==> src/rtl/load_store_unit.sv <==
// load_store_unit: executes one byte/word load or store at a time against a
// single-port synchronous data RAM (4 KiB window, word indexed).
// Ports:
//   clk, reset            - clock, synchronous active-high reset
//   req_valid/req_ready   - request handshake; ready only while idle
//   opcode, addr, wdata   - access type, byte address, store data
//   done, misalign, rdata - completion pulse, lw/sw alignment fault, load result
//   mem_addr/mem_wren/mem_wdata/mem_rdata - data RAM port (1-cycle read latency)
module load_store_unit (
  input  logic        clk,
  input  logic        reset,
  input  logic        req_valid,
  output logic        req_ready,
  input  logic [5:0]  opcode,
  input  logic [31:0] addr,
  input  logic [31:0] wdata,
  output logic        done,
  output logic        misalign,
  output logic [31:0] rdata,
  output logic [9:0]  mem_addr,
  output logic        mem_wren,
  output logic [31:0] mem_wdata,
  input  logic [31:0] mem_rdata
);

  localparam int unsigned DATA_W = 32;
  localparam int unsigned MEM_AW = 10;
  localparam int unsigned ADDR_W = 12;

  localparam logic [5:0] OP_LB = 6'b000011;
  localparam logic [5:0] OP_SB = 6'b000111;
  localparam logic [5:0] OP_LW = 6'b001111;
  localparam logic [5:0] OP_SW = 6'b011111;

  typedef enum logic [1:0] {
    IDLE = 2'd0,
    RD   = 2'd1,
    CAP  = 2'd2,
    WR   = 2'd3
  } state_e;

  state_e              state_q, state_d;
  logic [5:0]          op_q, op_d;
  logic [ADDR_W-1:0]   addr_q, addr_d;
  logic [DATA_W-1:0]   wdata_q, wdata_d;
  logic [DATA_W-1:0]   rdata_q, rdata_d;
  logic                done_q, done_d;
  logic                misalign_q, misalign_d;
  logic                req_ready_q, req_ready_d;
  logic [MEM_AW-1:0]   mem_addr_q, mem_addr_d;
  logic                mem_wren_q, mem_wren_d;
  logic [DATA_W-1:0]   mem_wdata_q, mem_wdata_d;

  logic [4:0]          lane_shift;
  logic [DATA_W-1:0]   byte_mask;
  logic [DATA_W-1:0]   merged_word;

  // Upper address bits fall outside the 4 KiB window and are intentionally dropped.
  logic unused_addr_hi;
  assign unused_addr_hi = ^addr[31:ADDR_W];

  // Byte-lane helpers for lb extraction and sb read-modify-write.
  always_comb begin
    lane_shift  = {addr_q[1:0], 3'b000};
    byte_mask   = 32'h0000_00FF << lane_shift;
    merged_word = (mem_rdata & ~byte_mask) | (DATA_W'(wdata_q[7:0]) << lane_shift);
  end

  // Next-state and next-output logic; outputs are registered from the next state.
  always_comb begin
    state_d    = state_q;
    op_d       = op_q;
    addr_d     = addr_q;
    wdata_d    = wdata_q;
    rdata_d    = rdata_q;
    done_d     = 1'b0;
    misalign_d = 1'b0;

    unique case (state_q)
      IDLE: begin
        if (req_valid) begin
          op_d    = opcode;
          addr_d  = addr[ADDR_W-1:0];
          wdata_d = wdata;
          unique case (opcode)
            OP_LB, OP_SB: state_d = RD;
            OP_LW: begin
              if (addr[1:0] == 2'b00) begin
                state_d = RD;
              end else begin
                done_d     = 1'b1;
                misalign_d = 1'b1;
              end
            end
            OP_SW: begin
              if (addr[1:0] == 2'b00) begin
                state_d = WR;
              end else begin
                done_d     = 1'b1;
                misalign_d = 1'b1;
              end
            end
            default: done_d = 1'b1;
          endcase
        end
      end
      RD: state_d = CAP;
      CAP: begin
        // RAM word is valid now: either finish the load or build the sb write word.
        if (op_q == OP_SB) begin
          wdata_d = merged_word;
          state_d = WR;
        end else begin
          if (op_q == OP_LB) begin
            rdata_d = DATA_W'(mem_rdata[lane_shift +: 8]);
          end else begin
            rdata_d = mem_rdata;
          end
          done_d  = 1'b1;
          state_d = IDLE;
        end
      end
      WR: begin
        done_d  = 1'b1;
        state_d = IDLE;
      end
      default: state_d = IDLE;
    endcase

    req_ready_d = (state_d == IDLE);
    mem_wren_d  = (state_d == WR);
    mem_addr_d  = ((state_d == RD) || (state_d == WR)) ? addr_d[ADDR_W-1:2] : '0;
    mem_wdata_d = (state_d == WR) ? wdata_d : '0;
  end

  // State and output registers.
  always_ff @(posedge clk) begin
    if (reset) begin
      state_q     <= IDLE;
      op_q        <= '0;
      addr_q      <= '0;
      wdata_q     <= '0;
      rdata_q     <= '0;
      done_q      <= 1'b0;
      misalign_q  <= 1'b0;
      req_ready_q <= 1'b1;
      mem_addr_q  <= '0;
      mem_wren_q  <= 1'b0;
      mem_wdata_q <= '0;
    end else begin
      state_q     <= state_d;
      op_q        <= op_d;
      addr_q      <= addr_d;
      wdata_q     <= wdata_d;
      rdata_q     <= rdata_d;
      done_q      <= done_d;
      misalign_q  <= misalign_d;
      req_ready_q <= req_ready_d;
      mem_addr_q  <= mem_addr_d;
      mem_wren_q  <= mem_wren_d;
      mem_wdata_q <= mem_wdata_d;
    end
  end

  assign req_ready = req_ready_q;
  assign done      = done_q;
  assign misalign  = misalign_q;
  assign rdata     = rdata_q;
  assign mem_addr  = mem_addr_q;
  assign mem_wren  = mem_wren_q;
  assign mem_wdata = mem_wdata_q;

endmodule

==> config.mk <==
export PLATFORM = sky130hd
export DESIGN_NAME = load_store_unit
export DESIGN_NICKNAME = d
export VERILOG_FILES = /design/src/rtl/load_store_unit.sv
export SDC_FILE = /design/constraint.sdc
export NUM_CORES = 1
export LEC_CHECK = 0
export ABC_AREA = 1
export BUFFER_PORTS_ARGS = -buffer_cell sky130_fd_sc_hd__buf_2
export CAP_MARGIN = 20
export CORE_MARGIN = 10
export CORE_UTILIZATION = 50
export CTS_BUF_LIST = sky130_fd_sc_hd__clkbuf_16
export DETAILED_ROUTE_END_ITERATION = 16
export GPL_TIMING_DRIVEN = 0
export PLACE_DENSITY = 0.79
export SETUP_SLACK_MARGIN = 0.4
export SLEW_MARGIN = 15
export SYNTH_ARGS = -nofsm -noshare
export SYNTH_HDL_FRONTEND = slang
export SYNTH_SLANG_ARGS = --single-unit
==> constraint.sdc <==
create_clock -name clk -period 1.85 [get_ports clk]
set_input_delay 0.37 -clock clk [delete_from_list [all_inputs] [get_ports clk]]
set_output_delay 0.37 -clock clk [all_outputs]
set_load 0.01 [all_outputs]
### Word level (Yosys, flattened, before mapping)

Index checks and enable logic that the tools add are counted.

* output and inout port bits: 78
* input bits: 105
* logic and storage cells: 63
* register bits after elaboration: 130

* multiplexer cells: 17
* reduce and logical (&&, ||, !) cells: 11
* shift-type cells: 3
* equality and inequality tests: 11
* bitwise gates (word level): 9

Operator list (count)
* 32-bit two-way mux: 3
* 32-bit case mux with 2 select lines: 1
* 32-bit bitwise AND: 1
* 32-bit inverter: 1
* 32-bit bitwise OR: 1
* 32-bit by 6-bit variable part select with 8-bit output: 1
* 8-bit by 5-bit left shift with 32-bit output: 1
* 8-bit by 5-bit left shift with 32-bit output, first input constant: 1
* 12-bit two-way mux: 2
* 6-bit by 2-bit == test with 1-bit output, second input constant: 2
* 6-bit by 3-bit == test with 1-bit output, second input constant: 2
* 2-bit two-way mux: 4
* 2-bit case mux with 4 select lines: 1
* 2-bit OR reduction: 4
* 2-bit == test, second input constant: 3
* 6-bit by 4-bit == test with 1-bit output, second input constant: 1
* 6-bit by 5-bit == test with 1-bit output, second input constant: 1
* 2-bit zero test: 3
* 1-bit inverter: 6
* 2-bit case mux with 3 select lines: 1
* 2-bit by 1-bit == test with 1-bit output, second input constant: 2
* 2-bit AND reduction: 2
* 4-bit OR reduction: 1
* 1-bit two-way mux: 3
* other kinds (3): 3

### Logic depth before layout (Yosys ltp)

* depth after elaboration: 9
* depth in mapped cells: 10
* mapped depth without buffers: 9

### Least setup slack after synthesis

No wires, ideal clock.

* kind: input -> register
* start: input req_valid
* end: register mem_wdata_q[14], in the netlist mem_wdata[14]
* data required time: 1737 ps
* library setup time: 113 ps
* data arrival time: 1360 ps
* slack: 377 ps
* stages on the path: 9
* path buffers: 2
* cells stage by stage: buf_2 -> inv_1 -> a21oi_2 -> nand2_2 -> buf_4 -> nand2_1 -> inv_1 -> nor2_1 -> nor2_1

* longest elaborated chain between the ends: 5

RTL lines
* start: declaration: line 12 `input logic req_valid,`
* 2-bit two-way mux: line 81 `if (req_valid) begin`
* 2-bit case mux with 4 select lines: line 79 `unique case (state_q)`
* 2-bit == test: line 133 `mem_wdata_d = (state_d == WR) ? wdata_d : '0;`
* 1-bit inverter (no line)
* 2-bit OR reduction (no line)
* end signal: assignment: line 161 `mem_wdata_q <= mem_wdata_d;`
* end: declaration: line 52 `logic [DATA_W-1:0] mem_wdata_q, mem_wdata_d;`

Several ways; a longest one is shown, not always the timed one.
A chain may end at the register's enable or synchronous reset.

### Worst setup path after layout

* start: register addr_q[1]
* end: register wdata_q[7]

* longest elaborated chain between the ends: 6

RTL lines
* start: declaration: line 44 `logic [ADDR_W-1:0] addr_q, addr_d;`
* start signal: assignment: line 153 `addr_q <= addr_d;`
* 8-bit by 5-bit left shift with 32-bit output: line 65 `byte_mask = 32'h0000_00FF << lane_shift;`
* 32-bit inverter: line 66 `merged_word = (mem_rdata & ~byte_mask) | (DATA_W'(wdata_q[7:0]) << lane_shift);`
* 32-bit bitwise AND: line 66
* 32-bit bitwise OR (*): line 66
* 32-bit two-way mux (*): line 110 `if (op_q == OP_SB) begin`
* 32-bit case mux with 2 select lines (*): line 79
* end signal: assignment: line 154 `wdata_q <= wdata_d;`
* end: declaration: line 45 `logic [DATA_W-1:0] wdata_q, wdata_d;`

Mark *: on every way between the ends. The rest lies on a longest branch, timed or not.

==> out/metrics.cfg <==
[pwr]
peakVddDrop_mv=0.556
share_seq_of_total_power_pct=41.7
p_clk_share_pct=47.0
intPower_mw=5.24
power.net_switching_mw=1.75
static-leakage-power_nw=4.11
combPwrFrac_pct=11.3
cellPowerDensity_nw_per_um2=870
p_sw_share_pct=25.1

[detailed_routing]
wl_per_cell_um=18.6
ant_nets=0
route.vias.total=6317
drc_viols=0
drt_pass_1_iters=6
viasPerCell=5.51
drt_first_iter_violations=854
totalWireLength_um=21300

[floorplan]
num_io_pins=183
initial_core_util_pct=50.8
die_span_y_um=125
rows=38
floorplan.core_area_sq_um=10800
area_of_the_die_sq_um=15600
die_x_um=125

[clock_tree]
clkSinkCount=130
htreeDepth=4
cts_hold_repair.buffers=0
tritoncts=yes
clock_path_buffers=2
clock_latency_ps=410
tritoncts_buffer_count=17
ctsRootBufferMaster=sky130_fd_sc_hd__clkbuf_16
clk_pin_slew_worst_paths_ps=50

[global_routing]
globalRouteMet2Util_pct=36.6
busiest_layer=met2
globalRouteTotalUtil_pct=22.4
grt_overflow=0
first_global_vias=5581
antenna_found_initial=2
maximum_number_of_pins_on_one_net_before_global_route_repair=17
grt_use_met1_pct=26.0
grt_pass1_wl_um=28600
grt_use_met3_pct=8.09

[worst_setup_path]
worst_ep_required_time_ps=2120
timing.critical_path.from_type=flop
cp_data_arrival_time_ps=1930
rr_startpoint=addr_q[1]
worstSetupEndpointType=flop
worstSetupStartpoint=addr_q[1]
critical_path_peak_fanout=10
timing_worst_setup_path_type=flop to flop
reg2reg_setup_slack_ps=190
rr_worst_depth=7

[timing]
min_period_ps=1660
worst-slew-pin-transition_ps=542
final-hold-violation-count=0
setup_repair_after_global_routing_missed_its_margin=true
tns_ps=0
final_worst_path_cycle_share_pct=89.8
report.final.slew_viol_count=0
finClkSkew_ps=11.8
final-setup-viol-count=0
slew-limit-headroom_pct=63.9
max_freq_mhz=602

[yosys]
synthArstFlopShare_pct=0
yosys_warnings=0
postSynthCellCount=780
synth.area.top_cells=sky130_fd_sc_hd__dfxtp_1 47%, sky130_fd_sc_hd__nand2_1 15%, sky130_fd_sc_hd__nor2_1 8.3%
synth.top_cell.area_share_pct=47.4
syn_area_sq_um=5490
synth_edf_count=0
synth_nets=885
synthDominantAreaCellType=sky130_fd_sc_hd__dfxtp_1
synth.lib_cells_used.distinct=25
ys.flop_type=sky130_fd_sc_hd__dfxtp_1
syn_avg_cell_area_sq_um=7.03
ys_ff_latch=130
synth-seq-area-share_pct=47.4

[run]
maxCapViolations=0

[cells_and_area]
mostFrequentLayoutCell=sky130_fd_sc_hd__nand2_1
postLayoutCellArea_sq_um=8030
final_nets=1098
layout_common_cells=198 x sky130_fd_sc_hd__nand2_1, 165 x sky130_fd_sc_hd__buf_2, 122 x sky130_fd_sc_hd__dfxtp_1
area_delta_synth_final_pct=46.4
final_layout_size_suffix_gt1_share_pct=37.4
final_core_utilization_pct=74.4

[placed_design]
port_buffers=160
post-dp-hpwl_um=13300
globalplace.congestion=0.954
placed_cell_area_sq_um=6470

[min_path]
worst_hold_path.num_cells=3
worst_hold_path_type=primary input to flop
hold_path_start=addr[11]

[status]
status=complete, no violations

## logic make-up (layout without fill, tap and decap cells)
group	after synthesis	in the layout	synth area share [%]
AND/OR/NAND/NOR	422	422	32.1
AO/OA/AOI/OAI	131	132	12.5
flip-flops	130	130	47.4
buffers and inverters	96	318	7.76
multiplexers	1	1	0.182
other	0	4	0
## area by class of cell
type | count | area [sq um]
plain buffers | 36 | 284
flip-flops and latches | 130 | 2620
inverters | 60 | 240
fillers | 748 | 2760
clock buffers | 17 | 425
multi-input cells | 555 | 2950
well taps | 140 | 175
diodes | 4 | 10.0
repair buffers | 193 | 1180
clock inverters | 12 | 145
## registers in the layout, indices dropped and copies added, names as in the netlist
name	count
misalign	1
rdata	32
done	1
addr_q	12
wdata_q	32
mem_wdata	32
op_q	6
mem_wren	1
state_q	2
mem_addr	10
req_ready	1
## critical path, stage by stage, from the launching register on
cell and delay [ps]:
sky130_fd_sc_hd__dfxtp_4 380, sky130_fd_sc_hd__nor2_4 190, sky130_fd_sc_hd__buf_4 190, sky130_fd_sc_hd__nand2_1 80, sky130_fd_sc_hd__o21ai_0 150, sky130_fd_sc_hd__o21ai_2 120, sky130_fd_sc_hd__nor2_2 280, sky130_fd_sc_hd__nor2_1 120
## synth_stat cells, drive strengths merged, types with 8 or more instances
| cell type | count |
|---|---|
| nand2 | 225 |
| dfxtp | 130 |
| a21boi | 8 |
| buf | 21 |
| nor2 | 130 |
| inv | 59 |
| clkbuf | 15 |
| a21oi | 49 |
| nor3 | 9 |
| o21ai | 74 |
| nand3 | 56 |
## power by group through the flow
stage	clock, mW	combinational, mW	sequential, mW
final	3.29	0.787	2.92
after global placement	0	0.586	2.96
after floorplan	0	0.365	2.96
after detailed placement	0	0.591	2.96
after global routing	3.41	0.856	2.92
after CTS	3.28	0.613	2.90
## metal layers
| metal | vias up | part of all wire, % |
|---|---|---|
| li1 | 2925 | - |
| met1 | 2872 | 37 |
| met2 | 428 | 49 |
| met3 | 90 | 11 |
| met4 | 2 | 3.5 |
| met5 | - | 0.061 |
## final timing paths
kind	to
max	wdata_q[7]
min	addr_q[11]
max reg2reg	wdata_q[7]
min reg2reg	rdata[9]
## per-stage QoR
stage | setup slack (ps) | hold slack [ps] | std cells | total power, mW
floorplan | 415 | 442 | 780 | 3.32
global placement | -153 | 450 | 1080 | 3.55
detailed placement | -115 | 453 | 1080 | 3.55
CTS | 391 | 232 | 1115 | 6.80
global route | 158 | 246 | 1144 | 7.18
finish | 188 | 231 | 1147 | 6.99
## what timing repair did
action                                  CTS  global route
pin swaps                                 8            30
buffers inserted                          6            21
gates resized for setup                  26           191
gates cloned                              0             7
endpoints found under the setup margin  124           116
(Power assumes the default switching activity.)
